===== src/rtl/mem_bus_arbiter_pkg.sv =====
// Shared constants, FSM state encoding and address-class payload for the RAM1/UART bus arbiter.
package mem_bus_arbiter_pkg;

    localparam int unsigned DATA_W = 16;

    localparam logic [DATA_W-1:0] NOP_INSTR      = 16'h0800;
    localparam logic [DATA_W-1:0] UART_DATA_ADDR = 16'hBF00;
    localparam logic [DATA_W-1:0] UART_STAT_ADDR = 16'hBF01;

    localparam logic [2:0] ST_FETCH = 3'd0;
    localparam logic [2:0] ST_DRD   = 3'd1;
    localparam logic [2:0] ST_DWR1  = 3'd2;
    localparam logic [2:0] ST_DWR2  = 3'd3;
    localparam logic [2:0] ST_URD1  = 3'd4;
    localparam logic [2:0] ST_URD2  = 3'd5;
    localparam logic [2:0] ST_UWR1  = 3'd6;
    localparam logic [2:0] ST_UWR2  = 3'd7;

    typedef enum logic [2:0] {
        FETCH = ST_FETCH,
        DRD   = ST_DRD,
        DWR1  = ST_DWR1,
        DWR2  = ST_DWR2,
        URD1  = ST_URD1,
        URD2  = ST_URD2,
        UWR1  = ST_UWR1,
        UWR2  = ST_UWR2
    } state_t;

    typedef struct packed {
        logic is_ram;
        logic is_uart_data;
        logic is_uart_stat;
    } addr_class_t;

endpackage


===== src/rtl/mem_bus_arbiter_mem_addr_decode.sv =====
// Classifies a MEM-stage word address as RAM, UART data register or UART status register.
module mem_addr_decode
    import mem_bus_arbiter_pkg::*;
(
    input  logic [DATA_W-1:0] addr,
    output addr_class_t       addr_class_c
);

    always_comb begin
        addr_class_c              = '0;
        addr_class_c.is_uart_data = (addr == UART_DATA_ADDR);
        addr_class_c.is_uart_stat = (addr == UART_STAT_ADDR);
        addr_class_c.is_ram       = !addr_class_c.is_uart_data && !addr_class_c.is_uart_stat;
    end

endmodule


===== src/rtl/mem_bus_arbiter.sv =====
// Arbitrates the RAM1 bus between instruction fetch and MEM-stage data/UART accesses.
module mem_bus_arbiter
    import mem_bus_arbiter_pkg::*;
#(
    parameter int unsigned ADDR_W = 18
) (
    input  logic                clk,
    input  logic                rst,
    input  logic [DATA_W-1:0]   if_pc,
    output logic [DATA_W-1:0]   if_instr,
    input  logic                mem_rd,
    input  logic                mem_wr,
    input  logic [DATA_W-1:0]   mem_addr,
    input  logic [DATA_W-1:0]   mem_wdata,
    output logic [DATA_W-1:0]   mem_rdata,
    output logic                stall,
    output logic                pc_hold,
    output logic [ADDR_W-1:0]   ram_addr,
    output logic [DATA_W-1:0]   ram_dq_o,
    output logic                ram_dq_oe,
    input  logic [DATA_W-1:0]   ram_dq_i,
    output logic                ram_ce_n,
    output logic                ram_oe_n,
    output logic                ram_we_n,
    output logic                uart_rdn,
    output logic                uart_wrn,
    input  logic                uart_data_ready,
    input  logic                uart_tbre,
    input  logic                uart_tsre
);

    state_t      state;
    state_t      state_nxt;
    addr_class_t addr_class;
    logic [7:0]  uart_cap;
    logic        bus_req;

    mem_addr_decode u_decode (
        .addr         (mem_addr),
        .addr_class_c (addr_class)
    );

    // Status-register accesses are served in FETCH and never take the bus.
    assign bus_req = (mem_rd || mem_wr) && (addr_class.is_ram || addr_class.is_uart_data);

    always_ff @(posedge clk or negedge rst) begin
        if (!rst) begin
            state <= FETCH;
        end else begin
            state <= state_nxt;
        end
    end

    // UART RX byte is sampled while uart_rdn is low and presented in the following cycle.
    always_ff @(posedge clk or negedge rst) begin
        if (!rst) begin
            uart_cap <= '0;
        end else if (state == URD1) begin
            uart_cap <= ram_dq_i[7:0];
        end
    end

    always_comb begin
        state_nxt = state;
        if_instr  = NOP_INSTR;
        mem_rdata = '0;
        stall     = 1'b0;
        pc_hold   = 1'b1;
        ram_addr  = ADDR_W'(mem_addr);
        ram_dq_o  = mem_wdata;
        ram_dq_oe = 1'b0;
        ram_ce_n  = 1'b0;
        ram_oe_n  = 1'b1;
        ram_we_n  = 1'b1;
        uart_rdn  = 1'b1;
        uart_wrn  = 1'b1;

        unique case (state)
            FETCH: begin
                ram_addr = ADDR_W'(if_pc);
                ram_oe_n = 1'b0;
                if_instr = ram_dq_i;
                pc_hold  = 1'b0;
                if (mem_rd && addr_class.is_uart_stat) begin
                    mem_rdata = {14'b0, uart_data_ready, uart_tbre & uart_tsre};
                end
                if (bus_req) begin
                    stall   = 1'b1;
                    pc_hold = 1'b1;
                    if (mem_wr) begin
                        state_nxt = addr_class.is_uart_data ? UWR1 : DWR1;
                    end else begin
                        state_nxt = addr_class.is_uart_data ? URD1 : DRD;
                    end
                end
            end
            DRD: begin
                ram_oe_n  = 1'b0;
                mem_rdata = ram_dq_i;
                state_nxt = FETCH;
            end
            DWR1: begin
                ram_dq_oe = 1'b1;
                stall     = 1'b1;
                state_nxt = DWR2;
            end
            DWR2: begin
                ram_dq_oe = 1'b1;
                ram_we_n  = 1'b0;
                state_nxt = FETCH;
            end
            URD1: begin
                ram_ce_n  = 1'b1;
                uart_rdn  = 1'b0;
                stall     = 1'b1;
                state_nxt = URD2;
            end
            URD2: begin
                ram_ce_n  = 1'b1;
                mem_rdata = {8'b0, uart_cap};
                state_nxt = FETCH;
            end
            UWR1: begin
                ram_ce_n  = 1'b1;
                ram_dq_oe = 1'b1;
                uart_wrn  = 1'b0;
                stall     = 1'b1;
                state_nxt = UWR2;
            end
            UWR2: begin
                ram_ce_n  = 1'b1;
                ram_dq_oe = 1'b1;
                state_nxt = FETCH;
            end
            default: begin
                state_nxt = FETCH;
            end
        endcase
    end

endmodule


===== config.mk =====
export PLATFORM = sky130hd
export DESIGN_NAME = mem_bus_arbiter
export DESIGN_NICKNAME = d
export VERILOG_FILES = /design/src/rtl/mem_bus_arbiter_pkg.sv /design/src/rtl/mem_bus_arbiter_mem_addr_decode.sv /design/src/rtl/mem_bus_arbiter.sv
export SDC_FILE = /design/constraint.sdc
export NUM_CORES = 1
export LEC_CHECK = 0
export ABC_AREA = 1
export CAP_MARGIN = 20
export CORE_MARGIN = 5
export CORE_UTILIZATION = 24
export DETAILED_ROUTE_END_ITERATION = 8
export GPL_TIMING_DRIVEN = 0
export HOLD_SLACK_MARGIN = 0.1
export PLACE_DENSITY_LB_ADDON = 0.1
export REMOVE_ABC_BUFFERS = 1
export SKIP_CTS_REPAIR_TIMING = 1
export SYNTH_ARGS = -nofsm -noshare
export SYNTH_HDL_FRONTEND = slang
export SYNTH_SLANG_ARGS = --single-unit
export TNS_END_PERCENT = 1

===== constraint.sdc =====
create_clock -name clk -period 1.2 [get_ports clk]
set_clock_uncertainty 0.1 [all_clocks]
set_input_delay 0.18 -clock clk [delete_from_list [all_inputs] [get_ports clk]]
set_output_delay 0.18 -clock clk [all_outputs]
set_load 0.03 [all_outputs]

==> impl_metrics.yaml, run 1 <==
sta:
  rsz0062_at_grt: "yes"
  fin_ws_ps: -612
  hold_viol_final: 0
  fin_crit_sh: 1.51
  period_minus_slack_ps: 1810
  setup_viol: 67
  fmax_ghz: 0.552
  slew_violations: 0
final_layout:
  fin_cells: 388
  final_area_um2: 2410
  layout.nets: 393
  layout_common_cells: "nand2_1 (71), clkdlybuf4s50_1 (54), inv_1 (35)"
  drive_gt1_frac: 0.315
  area_growth_pct: 99.6
  antennaDiodeCount: 0
  layout_commonest_cell: "nand2_1"
  final_util: 0.503
power_and_ir_drop:
  p_sw_frac: 0.576
  power_density_nw_per_um2: 2210
  internal_power_w: 0.00226
  ir_drop_mv: 1.09
  clock_power_share: 0.067
  combPwrFrac: 0.839
  p_seq_frac: 0.094
  power_switching_w: 0.00306
  cellLeakagePower_nw: 1.34
synth:
  synth_top_area_share: 0.230
  yosysWarnings: 0
  postSynthCellCount: 216
  ys_seq_area_frac: 0.228
  yosysTopAreaCell: "nand2_1"
  ys_ff_latch: 11
  synth.distinct_cells: 20
  synth_area_um2: 1210
  synth_edf_count: 0
  syn_area_per_cell_um2: 5.58
  synth_top_flop_cell: "dfrtp_1"
  ys_top_cells_by_area: "nand2_1 (23%), dfrtp_1 (23%), buf_4 (13%)"
  ys_async_sr_fraction: 1.00
floorplanning:
  core_area_um2: 4790
  ios: 145
  num_rows: 25
  dieHeight_um: 80.9
  dieWidth_um: 80.9
  die_area_um2: 6540
  start_util: 0.252
route:
  ant_nets: 0
  drtIter0Drc: 54
  drc: 0
  vias_per_cell: 4.17
  wl_mm: 5.39
  num_vias: 1618
  routedWlPerCell_um: 13.9
  firstDrtPassIters: 4
clock_network:
  clkSlewWorstSetupHoldPaths_ps: 50
  htreeDepth: 1
  clk_latency_ps: 230
  clk_path_buf_depth: 2
  cts-root-buf: "clkbuf_8"
  cts_inserted_buffers: 3
  cts.sinks: 11
  cts_tree: "done"
placed_design:
  dpl.cell_count: 367
  place_hpwl_mm: 3.93
  routabilityCongestion: 0.804
  placed_cell_area_um2: 2200
  io_buffer_count: 110
grt:
  grt_first_pass_wirelength_mm: 7.38
  use_met1: 0.164
  grt-busiest-layer: "met2"
  grt-ovfl-total: 0
  grt_use_met2: 0.229
  grt_max_degree: 32
  grt_usage: 0.147
  antenna_found_initial: 0
  grtUsageMet3: 0.105
  grt_pass1_vias: 1414
critical_path:
  critPathArrivalTime_ps: 1530
  crit_path_start_kind: "flip-flop"
  critical_path_class: "reg -> out"
  crit_path_max_fanout: 8
  cp.required_ps: 920
  end_kind: "output port"
worst_hold_path:
  hp-class: "in -> async"
run:
  maxCapViolations: 0
run_status:
  violations: "setup timing"
  status: "complete, but fails checks"
[final timing paths]
kind / depth (start not counted) / endpoint / startpoint / slack (ps)
max: 7 / mem_rdata[0] / state[1]$_DFFE_PN0P_ / -610
min: 1 / uart_cap[7]$_DFFE_PN0P_ / rst / 180
max reg2reg: 9 / state[0]$_DFFE_PN0P_ / state[1]$_DFFE_PN0P_ / -220
min reg2reg: 2 / uart_cap[4]$_DFFE_PN0P_ / uart_cap[4]$_DFFE_PN0P_ / 390
max in group asynchronous: 1 / state[1]$_DFFE_PN0P_ / rst / 450
min in group clk: 0 / ram_dq_o[4] / mem_wdata[4] / 260
[state kept, by name, indices dropped and copies added (netlist names)]
signal,cells
state,3
uart_cap,8
[cells in the mapped netlist (2+ instances only)]
cell	count
nor2_1	33
buf_6	2
inv_1	36
nand3_1	5
o21bai_1	2
nand2_2	2
buf_2	2
o21ai_1	10
buf_4	21
o22ai_1	8
clkbuf_1	2
dfrtp_1	11
nand2_1	74
nor2_2	2
[per-layer routing]
layer  share of wire  routed length (um)
met5          0.0096                  52
met4               0                   0
met3            0.14                 777
met2            0.44                2380
met1            0.41                2180
[logic make-up after synthesis]
| logic type | count (synthesis) | synth area share |
|---|---|---|
| buffers and inverters | 64 | 0.279 |
| other | 1 | 0.00311 |
| and+or+nand+nor | 117 | 0.380 |
| AOI/OAI and AO/OA | 23 | 0.110 |
| DFF | 11 | 0.228 |
[power by group through the flow]
stage | combinational, W | clock [W] | sequential [W]
6_report | 0.00447 | 0.000355 | 0.000502
3_3_place_gp | 0.00391 | 0 | 0.000469
5_1_grt | 0.00477 | 0.000388 | 0.000508
4_1_cts | 0.00393 | 0.000371 | 0.000462
3_5_place_dp | 0.00392 | 0 | 0.000465
2_1_floorplan | 0.00217 | 0 | 0.000485
[area by class of cell]
cell class | count | area [um^2]
inverters | 37 | 158
fillers | 507 | 2380
well taps | 67 | 83.8
repair buffers | 123 | 1080
flip-flops and latches | 11 | 279
repair inverters | 2 | 17.5
clock buffers | 4 | 45.0
multi-input cells | 144 | 746
[stage by stage]
step,total power (W),hold slack [ps],setup TNS [ps],worst slack [ps]
floorplan,0.00266,-216,-33780,-968
global placement,0.00438,260,-64040,-1600
detailed placement,0.00438,260,-63480,-1600
CTS,0.00476,197,-78200,-1860
global route,0.00566,233,-32740,-689
finish,0.00532,183,-27820,-612
[worst max-delay path, cell delays in order, from the launching register on]
cell,delay (ps)
dfrtp_2,430
nor2_4,150
buf_12,140
nand2_8,120
inv_16,100
nand3_2,50
o21bai_1,120
buf_4,180
Note: power is estimated with default switching activity, not from simulation.
==> run 2, diff against run 1 <==
--- a/config.mk
+++ b/config.mk
@@ -8,8 +8,9 @@
 export ABC_AREA = 1
 export CAP_MARGIN = 20
 export CORE_MARGIN = 5
-export CORE_UTILIZATION = 24
+export CORE_UTILIZATION = 55
 export DETAILED_ROUTE_END_ITERATION = 8
+export DONT_BUFFER_PORTS = 1
 export GPL_TIMING_DRIVEN = 0
 export HOLD_SLACK_MARGIN = 0.1
 export PLACE_DENSITY_LB_ADDON = 0.1
==> impl_metrics.yaml, run 2 (synthesis gave the netlist of run 1 again) <==
floorplanning:
  dieHeight_um: 56.8
  core_area_um2: 2150
  num_rows: 17
  start_util: 0.561
  ios: 145
  die_area_um2: 3230
  dieWidth_um: 56.8
final_layout:
  reg.largest.list: "uart_cap x8, state x3"
  layout_commonest_cell: "nand2_1"
  largest_reg_flops: 8
  seqCellArea_um2: 279
  layout.nets: 285
  area_growth_pct: 46.0
  drive_gt1_frac: 0.394
  multi_input_area_um2: 1100
  final_area_um2: 1760
  antennaDiodeCount: 0
  largest_register: "uart_cap"
  fill_cells: 141
  layout_common_cells: "nand2_1 (53), inv_1 (35), nand2_4 (18)"
power_and_ir_drop:
  power_density_nw_per_um2: 2750
  ir_drop_mv: 2.01
  power_w: 0.00484
  cellLeakagePower_nw: 0.889
critical_path:
  critical_path_class: "reg -> out"
  end_kind: "output port"
  critPathArrivalTime_ps: 1720
  cp_num_buf_inv: 2
  crit_path_start_kind: "flip-flop"
  path_delay_family: "flip-flops"
  cp.required_ps: 920
  worstPathCellList: "nor2_4 > buf_6 > buf_8 > nand2_8 > o22ai_2 > o21bai_4"
  critPathSlowestCell: "dfrtp_2"
  slowest_delay_ps: 520
  crit_path_max_fanout: 8
clock_network:
  cts-root-buf: "clkbuf_4"
  cts_tree: "done"
  cts_inserted_buffers: 3
  clk_path_buf_depth: 2
  htreeDepth: 1
  clkSlewWorstSetupHoldPaths_ps: 70
  cts.sinks: 11
  clk_latency_ps: 270
sta:
  fmax_ghz: 0.499
  fin_crit_sh: 1.67
  worst_pin_slew_ps: 519
  setup_viol: 65
  slew_violations: 0
  fin_ws_ps: -803
  hold_viol_final: 0
  whs_ps: 107
  slew-limit-headroom: 0.653
  rsz0062_at_grt: "yes"
  period_minus_slack_ps: 2000
route:
  drc: 0
  vias_per_cell: 5.67
  firstDrtPassIters: 4
  drtIter0Drc: 51
  num_vias: 1367
  ant_nets: 0
  routedWlPerCell_um: 21.5
  wl_mm: 5.19
grt:
  grt_max_degree: 32
  grt_usage: 0.247
  antenna_found_initial: 0
  grt_first_pass_wirelength_mm: 5.90
  grt-ovfl-total: 0
  grt_pass1_vias: 1114
placed_design:
  place_ws_ps: -1360
  io_buffer_count: 0
  place_hpwl_mm: 3.44
  placed_cell_area_um2: 1050
  routabilityCongestion: 0.795
run_status:
  status: "complete, but fails checks"
  violations: "setup timing"
run:
  maxCapViolations: 0
worst_hold_path:
  hp-class: "in -> reg"
[run 2: cell types whose count changed in the layout (fill, tap and decap cells not counted), moves of 7 or more]
cell,delta
nor2_1,-13
dlygate4sd3_1,+7
nor2_4,+10
nand2_1,-18
buf_2,-19
clkdlybuf4s50_1,-54
buf_6,-9
buf_4,-29
nand2_4,+15
[run 2: worst paths after layout]
path,slack [ps],end,cells after the start,from
max in group asynchronous,410,state[0]$_DFFE_PN0P_,1,rst
max,-800,mem_rdata[1],6,state[1]$_DFFE_PN0P_
min,110,uart_cap[2]$_DFFE_PN0P_,2,ram_dq_i[2]
min in group asynchronous,220,uart_cap[7]$_DFFE_PN0P_,1,rst
max reg2reg,-420,state[2]$_DFFE_PN0P_,7,state[1]$_DFFE_PN0P_
min reg2reg,410,uart_cap[5]$_DFFE_PN0P_,2,uart_cap[5]$_DFFE_PN0P_
[run 2: worst register-to-register path, cell delays in order (launching register included)]
cell and delay [ps]:
dfrtp_2 520, nor2_4 270, nand2_8 140, buf_8 180, clkinv_8 90, nand2_4 110
nand2_1 80, inv_1 40
[run 2: final cells by class]
| type | instances | area share |
|---|---|---|
| Inverter | 37 | 0.0881 |
| Multi-Input combinational cell | 145 | 0.625 |
| Tap cell | 28 | 0.0199 |
| Clock buffer | 4 | 0.0149 |
| Timing Repair inverter | 1 | 0.00924 |
| Sequential cell | 11 | 0.158 |
| Timing Repair Buffer | 15 | 0.0846 |
[run 2: stage by stage]
stage,TNS [ps],util,instances
after floorplan,-33780,-,190
after global placement,-46650,0.487,218
after detailed placement,-49950,0.487,218
after CTS,-67000,0.500,222
after global routing,-44100,0.819,241
final,-39650,0.819,241
[run 2: per-layer routing]
metal | track usage | part of all wire | vias up
li1 | - | - | 622
met1 | 0.229 | 0.28 | 629
met2 | 0.416 | 0.53 | 109
met3 | 0.198 | 0.18 | 7
met4 | 0.0695 | 0.0071 | 0
met5 | 0 | 0 | -
[run 2: report_power, final]
| part | leakage (nW) | switching (W) | internal [W] |
|---|---|---|---|
| Combinational | 0.769 | 0.00302 | 0.00102 |
| Sequential | 0.105 | 0.000133 | 0.000409 |
| Clock | 0.0150 | 0.000132 | 0.000129 |
| Total | 0.889 | 0.00328 | 0.00155 |
==> run 3, diff against run 2 <==
--- a/config.mk
+++ b/config.mk
@@ -8,7 +8,7 @@
 export ABC_AREA = 1
 export CAP_MARGIN = 20
 export CORE_MARGIN = 5
-export CORE_UTILIZATION = 55
+export CORE_UTILIZATION = 25
 export DETAILED_ROUTE_END_ITERATION = 8
 export DONT_BUFFER_PORTS = 1
 export GPL_TIMING_DRIVEN = 0
==> impl_metrics.yaml, run 3 (synthesis gave the netlist of run 1 again) <==
route:
  routedWlPerCell_um: 16.2
  num_vias: 1261
  wl_mm: 4.25
  firstDrtPassIters: 4
  drc: 0
  drtIter0Drc: 22
  vias_per_cell: 4.79
  ant_nets: 0
sta:
  slew-limit-headroom: 0.630
  fmax_ghz: 0.536
  setup_viol: 65
  period_minus_slack_ps: 1870
  slew_violations: 0
  rsz0062_at_grt: "yes"
  fin_ws_ps: -667
  worst_pin_slew_ps: 553
  hold_viol_final: 0
  fin_setup_tns_ps: -35770
  fin_crit_sh: 1.56
critical_path:
  slowest_delay_ps: 510
  path_delay_family: "simple AND/OR/NAND/NOR gates"
  cp.required_ps: 920
  end_kind: "output port"
  reg2reg_from: "state[1]$_DFFE_PN0P_"
  r2r_cells: 7
  worstPathCellList: "nor2_4 > buf_12 > nand2_4 > nor2_1"
  crit_path_max_fanout: 8
  cp_num_buf_inv: 1
  critPathArrivalTime_ps: 1590
  crit_path_start_kind: "flip-flop"
  critical_path_class: "reg -> out"
  critPathSlowestCell: "dfrtp_2"
  rr_endpoint: "state[0]$_DFFE_PN0P_"
  r2r_slack_ps: -390
grt:
  grt_first_pass_wirelength_mm: 5.90
  grt_usage: 0.119
  grt_max_degree: 32
  antenna_found_initial: 0
  grt-ovfl-total: 0
  grt_pass1_vias: 1141
final_layout:
  area_growth_pct: 42.3
  layout.nets: 281
  final_util: 0.366
  drive_gt1_frac: 0.388
  largest_reg_flops: 8
  antennaDiodeCount: 0
  layout_commonest_cell: "nand2_1"
  largest_register: "uart_cap"
  layout_common_cells: "nand2_1 (47), inv_1 (34), nor2_1 (18)"
  reg.largest.list: "uart_cap x8, state x3"
floorplanning:
  start_util: 0.257
  die_area_um2: 6310
  dieWidth_um: 79.5
  dieHeight_um: 79.5
  ios: 145
  num_rows: 25
  core_area_um2: 4690
worst_hold_path:
  worst_hold_path.endpoint: "state[0]$_DFFE_PN0P_"
  hp-class: "in -> reg"
  hold_path_depth: 5
  hp-start: "mem_wr"
placed_design:
  place_hpwl_mm: 3.09
  io_buffer_count: 0
  routabilityCongestion: 0.668
  place_ws_ps: -1450
clock_network:
  cts_inserted_buffers: 3
  clk_path_buf_depth: 2
  htreeDepth: 1
  cts_tree: "done"
  clk_latency_ps: 230
  cts.sinks: 11
  cts-root-buf: "clkbuf_8"
  clkSlewWorstSetupHoldPaths_ps: 50
power_and_ir_drop:
  ir_drop_mv: 0.965
  cellLeakagePower_nw: 0.867
  power_density_nw_per_um2: 2800
run_status:
  status: "complete, but fails checks"
  violations: "setup timing"
run:
  maxCapViolations: 0
## run 3: power breakdown
group          total (W)  switching (W)  internal, W
Sequential      0.000548       0.000137     0.000410
Clock           0.000357       0.000125     0.000232
Combinational    0.00390        0.00292     0.000983
## run 3: worst reg2reg max path, cell delays in order, from the launching register on
cell and delay, ps:
dfrtp_2 510, nor2_4 180, buf_12 140, nand2_8 120
inv_8 140, nand2_2 160, nand2_1 100, inv_1 40
## run 3: per-layer routing
layer / share of wire / wire [um] / track usage
met2: 0.50 / 2110 / 0.199
met4: 0.019 / 79 / 0.0223
met3: 0.16 / 662 / 0.0880
met1: 0.33 / 1400 / 0.119
met5: 0 / 0 / 0
## run 3: area by class of cell
type	instances	area (um^2)
Fill cell	504	2980
Multi-Input combinational cell	144	1010
Sequential cell	11	279
Inverter	37	171
Timing Repair Buffer	11	120
Tap cell	54	67.6
Clock buffer	4	45.0
Timing Repair inverter	2	22.5
## run 3: how the worst max path moves through the flow
stage	from	end	slack, ps	cells after the start
final	state[1]$_DFFE_PN0P_	if_instr[13]	-670	4
after global routing	state[1]$_DFFE_PN0P_	mem_rdata[0]	-730	6
after CTS	state[1]$_DFFE_PN0P_	mem_rdata[0]	-1710	5
after detailed placement	state[1]$_DFFE_PN0P_	mem_rdata[0]	-1450	5
after global placement	state[1]$_DFFE_PN0P_	mem_rdata[0]	-1440	5
after floorplan	state[1]$_DFFE_PN0P_	mem_rdata[0]	-970	5
## run 3: per-stage QoR
step           total power (W)  hold WS, ps  area [um^2]  instances
4_1_cts                0.00336         -467         1120        248
6_report               0.00481         90.5         1720        263
2_1_floorplan          0.00266         -216         1010        190
3_3_place_gp           0.00299         -215         1080        244
5_1_grt                0.00512          108         1720        263
3_5_place_dp           0.00299         -215         1080        244
